**config.mk**
```make
export PLATFORM = sky130hd
export DESIGN_NAME = camera_frame_writer
export DESIGN_NICKNAME = d
export VERILOG_FILES = /design/src/rtl/camera_writer_pkg.sv /design/src/rtl/camera_frame_writer.sv
export SDC_FILE = /design/constraint.sdc
export NUM_CORES = 1
export LEC_CHECK = 0
export BUFFER_PORTS_ARGS = -buffer_cell sky130_fd_sc_hd__buf_2
export CORE_MARGIN = 2
export CORE_UTILIZATION = 28
export CTS_BUF_LIST = sky130_fd_sc_hd__clkbuf_8
export DETAILED_ROUTE_END_ITERATION = 10
export GPL_ROUTABILITY_DRIVEN = 0
export PLACE_DENSITY = 0.46
export SYNTH_ARGS = -nofsm -noshare
export SYNTH_HDL_FRONTEND = slang
export SYNTH_SLANG_ARGS = --single-unit
```
**constraint.sdc**
```tcl
create_clock -name clk -period 2.05 [get_ports clk]
set_clock_uncertainty 0.15 [all_clocks]
set_input_delay 0.205 -clock clk [delete_from_list [all_inputs] [get_ports clk]]
set_output_delay 0.205 -clock clk [all_outputs]
set_load 0.005 [all_outputs]
```
**src/rtl/camera_writer_pkg.sv**
```systemverilog
// Shared types and default geometry for the camera frame writer.
package camera_writer_pkg;

  typedef logic [24:0] addr_t;
  typedef logic [9:0]  pixel_t;

  typedef enum logic {
    IDLE,
    ACTIVE
  } state_t;

  localparam int    CAM_WIDTH  = 640;
  localparam int    CAM_HEIGHT = 480;
  localparam addr_t CAM_BASE0  = 25'd0;
  localparam addr_t CAM_BASE1  = 25'd307200;

endpackage

```
**src/rtl/camera_frame_writer.sv**
```systemverilog
// Turns the framed camera pixel stream into addressed SDRAM port C writes.
// Optional ping-pong buffering: define CAMERA_WRITER_DOUBLE_BUFFER_EN.
module camera_frame_writer
  import camera_writer_pkg::*;
#(
  parameter int    WIDTH  = CAM_WIDTH,
  parameter int    HEIGHT = CAM_HEIGHT,
  parameter addr_t BASE0  = CAM_BASE0,
  parameter addr_t BASE1  = CAM_BASE1
) (
  input  logic        clk,
  input  logic        rst,
  input  logic        sof,
  input  logic        eol,
  input  logic        pix_valid,
  input  pixel_t      pix_data,
  output logic        portC_write,
  output addr_t       portC_addr,
  output pixel_t      portC_din,
  output addr_t       vga_read_offset,
  output logic        frame_done,
  output logic        line_overflow,
  output logic        frame_abort,
  output logic [7:0]  frame_count
);

  localparam logic [9:0] WIDTH_X     = 10'(WIDTH);
  localparam logic [9:0] HEIGHT_LAST = 10'(HEIGHT - 1);
  localparam addr_t      WIDTH_A     = 25'(WIDTH);

  state_t     state_q, state_d;
  logic [9:0] x_q, x_d, y_q, y_d;
  addr_t      addr_q, addr_d, line_base_q, line_base_d;
  logic       write_q, write_d;
  addr_t      waddr_q, waddr_d;
  pixel_t     din_q, din_d;
  logic       done_q, done_d, ovf_q, ovf_d, abort_q, abort_d;
  logic [7:0] count_q, count_d;
  addr_t      wbase;

`ifdef CAMERA_WRITER_DOUBLE_BUFFER_EN
  logic sel_q, sel_d;

  // Display always shows the buffer not currently being written.
  assign sel_d           = sel_q ^ done_d;
  assign wbase           = sel_q ? BASE1 : BASE0;
  assign vga_read_offset = sel_q ? BASE0 : BASE1;

  always_ff @(posedge clk) begin
    if (rst) sel_q <= 1'b0;
    else     sel_q <= sel_d;
  end
`else
  logic unused_base1;

  assign unused_base1    = ^BASE1;
  assign wbase           = BASE0;
  assign vga_read_offset = BASE0;
`endif

  always_comb begin
    state_d     = state_q;
    x_d         = x_q;
    y_d         = y_q;
    addr_d      = addr_q;
    line_base_d = line_base_q;
    write_d     = 1'b0;
    waddr_d     = waddr_q;
    din_d       = din_q;
    done_d      = 1'b0;
    ovf_d       = 1'b0;
    abort_d     = 1'b0;
    count_d     = count_q;

    // sof restarts first so a same-cycle pixel lands at x=0 of the new frame.
    if (sof) begin
      abort_d     = (state_q == ACTIVE);
      state_d     = ACTIVE;
      x_d         = '0;
      y_d         = '0;
      addr_d      = wbase;
      line_base_d = wbase;
    end

    if (sof || state_q == ACTIVE) begin
      if (pix_valid) begin
        if (x_d < WIDTH_X) begin
          write_d = 1'b1;
          waddr_d = addr_d;
          din_d   = pix_data;
          x_d     = x_d + 10'd1;
          addr_d  = addr_d + 25'd1;
        end else begin
          ovf_d = 1'b1;
        end
      end

      // Next line always starts a full WIDTH on, even after a short line.
      if (eol && !sof) begin
        if (y_q < HEIGHT_LAST) begin
          y_d         = y_q + 10'd1;
          x_d         = '0;
          line_base_d = line_base_q + WIDTH_A;
          addr_d      = line_base_q + WIDTH_A;
        end else begin
          done_d  = 1'b1;
          count_d = count_q + 8'd1;
          state_d = IDLE;
        end
      end
    end
  end

  always_ff @(posedge clk) begin
    if (rst) begin
      state_q     <= IDLE;
      x_q         <= '0;
      y_q         <= '0;
      addr_q      <= '0;
      line_base_q <= '0;
      write_q     <= 1'b0;
      waddr_q     <= '0;
      din_q       <= '0;
      done_q      <= 1'b0;
      ovf_q       <= 1'b0;
      abort_q     <= 1'b0;
      count_q     <= '0;
    end else begin
      state_q     <= state_d;
      x_q         <= x_d;
      y_q         <= y_d;
      addr_q      <= addr_d;
      line_base_q <= line_base_d;
      write_q     <= write_d;
      waddr_q     <= waddr_d;
      din_q       <= din_d;
      done_q      <= done_d;
      ovf_q       <= ovf_d;
      abort_q     <= abort_d;
      count_q     <= count_d;
    end
  end

  assign portC_write   = write_q;
  assign portC_addr    = waddr_q;
  assign portC_din     = din_q;
  assign frame_done    = done_q;
  assign line_overflow = ovf_q;
  assign frame_abort   = abort_q;
  assign frame_count   = count_q;

endmodule
```
Yosys cells after proc, flatten, opt, wreduce, memory -nomap -nowiden
Cells that the tools add are included.
{ "word_totals": {"out_inout_bits": 72, "in_bits": 15, "wordCells": 59, "reg_bits": 118} }
{ "classes": {"reduce_logical": 8, "magnitude_cmp": 2, "n_addsub": 5, "n_bitwise": 5, "muxes": 27} }
{ "op_table": {"columns": ["op", "n"], "rows": [
  ["25-bit two-way mux", 10],
  ["10-bit two-way mux", 10],
  ["25-bit by 1-bit adder with 25-bit output, second input constant", 1],
  ["25-bit by 10-bit adder with 25-bit output, second input constant", 1],
  ["10-bit by 1-bit adder with 10-bit output, second input constant", 2],
  ["10-bit less-than comparator, second input constant", 1],
  ["10-bit by 9-bit less-than comparator with 1-bit output, second input constant", 1],
  ["8-bit by 1-bit adder with 8-bit output, second input constant", 1],
  ["1-bit two-way mux", 7],
  ["3-bit AND reduction", 2],
  ["3-bit OR reduction", 2],
  ["1-bit inverter", 5],
  ["2-bit OR reduction", 1],
  ["1-bit logical AND", 1],
  ["1-bit zero test", 1],
  ["1-bit logical OR", 1]
]} }

Depth between registers and ports, before layout
{ "depth": {"ltp_word": 7, "ltp_mapped": 9, "ltp_nobuf": 7} }

Worst setup path before layout
No wires, ideal clock.
{ "synth_timing": {"kind": "reg-to-reg", "startpoint": "register y_q[0]", "endpoint": "register addr_q[3]", "t_arrival_ns": 1.929, "period_less_slack_ns": 2.158, "setup_ns": 0.079, "path_buffers": 0, "path_slack_ns": -0.108, "stages_incl_launch_ff": 7, "required_time_ns": 1.821, "path_cell_list": "dfxtp_1 ha_1 nand4_2 a32o_1 or4_1 a31o_1 a211oi_2"} }
{ "synth_between": {"elab_chain_cells": 4} }
{ "synth_lines": {"columns": ["item", "line_no", "source"], "rows": [
  ["start, declared", "camera_frame_writer.sv:32", "logic [9:0] x_q, x_d, y_q, y_d;"],
  ["start signal, assigned", "camera_frame_writer.sv:131", "y_q <= y_d;"],
  ["10-bit by 9-bit less-than comparator with 1-bit output", "camera_frame_writer.sv:100", "if (y_q < HEIGHT_LAST) begin"],
  ["25-bit two-way mux", "camera_frame_writer.sv:100", null],
  ["25-bit two-way mux", "camera_frame_writer.sv:99", "if (eol && !sof) begin"],
  ["25-bit two-way mux", "camera_frame_writer.sv:85", "if (sof || state_q == ACTIVE) begin"],
  ["end signal, assigned", "camera_frame_writer.sv:132", "addr_q <= addr_d;"],
  ["end, declared", "camera_frame_writer.sv:33", "addr_t addr_q, addr_d, line_base_q, line_base_d;"]
]} }
Every way passes these cells.
A chain may end at the register's enable or synchronous reset.

Final worst setup path
{ "layout_timing": {"startpoint": "register y_q[1]", "endpoint": "register addr_q[3]"} }
Same word-level chain as after synthesis.

==> metrics.md <==
| Metric | Value |
|---|---|
| Status | `complete, no violations` |
| CTS tree | `yes` |
| LEAKAGE | `3.24 nW` |
| Largest family of logic cells by synthesized area | `simple AND/OR/NAND/NOR gates` |
| DR vias | `just over 6000` |
| Total grt overflow | `0` |
| Post-synthesis cell count | `roughly 770` |
| Slew Limit Fails | `0` |
| Final Hold Viols | `0` |
| Commonest non-fill, non-tap cell in the layout | `dfxtp_1` |
| Post-synthesis compound-gate area fraction | `between 10% and 20%` |
| WL/cell | `16.3 um` |
| Root Buffer | `clkbuf_8` |
| TritonCTS Buffers | `17` |
| Fmax | `around 490 MHz` |
| P&R area growth vs syn | `33.6%` |
| Final core occ | `37.9%` |
| Number of diodes | `0` |
| Initial Util | `28.4%` |
| Critical Path End Type | `flip-flop` |
| Max-cap viol count | `0` |
| Final setup violation count | `0` |
| Avg Inst Size Synth | `~8.0 sq um` |
| Distinct cell type count after synthesis | `67` |
| Post-synth top area share | `between 30% and 40%` |
| Most frequent cells in the layout | `dfxtp_1, buf_4, nand2_1` |
| Power Density | `between 600 and 700 nW/um^2` |
| Chip width | `~150 um` |
| Number of buffers added on ports | `61` |
| Adder-Cell Fraction of Synth Area | `under 10%` |
| RSZ-0062 raised after global routing | `yes` |
| WL final | `20100 um` |
| Final Cell Area | `just over 8000 sq um` |
| Final hold slack | `~0.066 ns` |
| H-tree Lvls | `4` |
| Synthesis-stage register bit count | `118` |
| IO Pins | `87` |
| Netlist Area Pre-Place | `a little over 6000 sq um` |
| Area leader, netlist | `dfxtp_1` |
| Tightest Pin Transition | `0.540 ns` |
| Post-route setup slack | `0.0120 ns` |
| First-pass GRT wire length | `roughly 32000 um` |
| Ratio of cells with drive above 1 in the final layout | `about a quarter` |
| Most used DFF post-synth | `dfxtp_1` |
| Post-DRT Antenna Nets | `0` |
| Placed instance count | `1180` |
| Worst vdd ir | `between 0.3 and 0.4 mV` |
| Drt pass-1 iters | `5` |
| DP Worst Slack | `-0.102 ns` |
| Seq/Total Area, Yosys | `38.4%` |
| DIE HEIGHT | `between 150 and 200 um` |
| Post-synthesis async set-or-reset flop share | `0%` |
| Placed cell areas | `between 7000 and 8000 sq um` |
| Worst-path clk slew | `approximately 0.08 ns` |
| Total GRT Usage | `17.4%` |
| Post-synthesis mux area share | `roughly 1.8%` |
| Min Tclk post-route | `between 2 and 2.5 ns` |
| Xor-xnor portion of the synthesized cell area | `4.84%` |
| Clock sinks | `about 120` |
| Ranking of synthesized cells by area | `dfxtp_1, a21oi_1, nand2_1, nand3_1, buf_4` |
| Vias in the first global route | `approximately 5900` |
| Startpoint type of the worst setup path | `flip-flop` |
| Clock Tree Buf Depth | `2` |
| Finished Layout Cells | `between 1000 and 1500` |
| FP Rows | `between 50 and 60` |
| Core Area | `21700 sq um` |
| Max FO, Critical Path | `6` |
| Final net count | `roughly 960` |
| Number of flops mapped to enable cells by yosys | `0` |
| Simple-Gate Fraction of Synth Area | `between 20% and 30%` |
| Slew headroom | `between 60% and 70%` |
| Final Cycle Share | `99.4%` |
| WP data required | `2.27 ns` |
| Setup CP Type | `flip-flop to flip-flop` |
| Worst hold path type | `input port to flip-flop` |
| DRC | `0` |
| Initial antenna violation count | `0` |
| Synth Warn # | `0` |
| Largest net degree at the start of global routing | `62` |
| Die area | `about 23000 sq um` |
| Worst-Skew Late Latency | `0.45 ns` |
| Dpl hpwl | `between 10000 and 15000 um` |
| Iteration-0 DRC Markers | `roughly 420` |
| Worst EP arrival | `2.26 ns` |
| DR vias/cell | `5.04` |
[path summary, 6_finish.rpt]
| check | startpoint | endpoint | cells after the start | slack (ns) |
|---|---|---|---|---|
| max | y_q[1] | addr_q[3] | 6 | 0.01 |
| min | sof | state_q | 3 | 0.07 |
| max reg2reg | y_q[1] | addr_q[3] | 6 | 0.01 |
| min reg2reg | portC_addr[5] | portC_addr[5] | 2 | 0.30 |
[kinds of logic (layout without fill, tap and decap cells)]
group                    Yosys count  count (layout)
multiplexers                      11              11
adder cells (fa/ha/maj)            5               5
other                              1              25
AND/OR/NAND/NOR                  347             347
buffers and inverters             83             234
AO/OA/AOI/OAI                    174             174
XOR/XNOR                          34              34
flip-flops                       118             118
[stage by stage]
step	power [mW]	setup TNS [ns]
after detailed placement	2.98	-0.264
after CTS	5.28	0
after global placement	2.98	-0.102
after global routing	5.46	-0.228
final	5.23	0
after floorplan	2.73	0
[where the power goes]
part	internal (mW)	switching [mW]
Sequential	2.33	0.0275
Combinational	0.247	0.360
Clock	1.28	0.990
[routing by layer]
| layer | vias up | part of all wire (%) | GRT usage (%) |
|---|---|---|---|
| li1 | 3071 | - | - |
| met1 | 2962 | 47 | 22.8 |
| met2 | 131 | 48 | 29.4 |
| met3 | 20 | 4.2 | 3.70 |
| met4 | 0 | 1.1 | 4.36 |
| met5 | - | 0 | 0 |
[state kept, by name, indices dropped and copies added (netlist names), 8 cells and up]
register,count
frame_count,8
addr_q,25
portC_addr,25
y_q,10
portC_din,10
line_base_q,25
x_q,10
[area by class of cell]
cell class,count,area [sq um]
repair buffers,190,1420
clock buffers,20,275
multi-input cells,596,3630
well taps,280,350
clock inverters,12,136
inverters,12,45.0
flip-flops and latches,118,2370
fillers,2290,13500
[critical path: stages (launching register included)]
cell and delay, ns:
dfxtp_2 0.36, ha_4 0.15, nand4_4 0.13, a32o_2 0.33
or4_1 0.40, a31o_1 0.23, a211oi_2 0.21
[cell usage after synthesis (all sizes together), types with 6 or more instances]
| master | instances |
|---|---|
| nand3 | 41 |
| dfxtp | 118 |
| or3 | 12 |
| mux2i | 11 |
| xor2 | 20 |
| buf | 33 |
| a211oi | 6 |
| nand2 | 86 |
| and3 | 15 |
| a21oi | 77 |
| inv | 11 |
| nand4 | 24 |
| nand3b | 12 |
| o211ai | 7 |
| a31oi | 13 |
| xnor2 | 14 |
| nor4 | 13 |
| clkbuf | 38 |
| nor2b | 13 |
| nor3 | 37 |
| and2 | 22 |
| nor2 | 48 |
| o21ai | 33 |
[what timing repair did]
item                                    in CTS  in global routing
gates resized for setup                      2                 26
endpoints found under the setup margin       3                 22
hold buffers                                11                  0
setup buffers                                0                  5
cloned                                       0                  0
pin swaps                                    1                  2
hold endpoints to repair                    11                  0
Power figures use the tool's default switching activity.
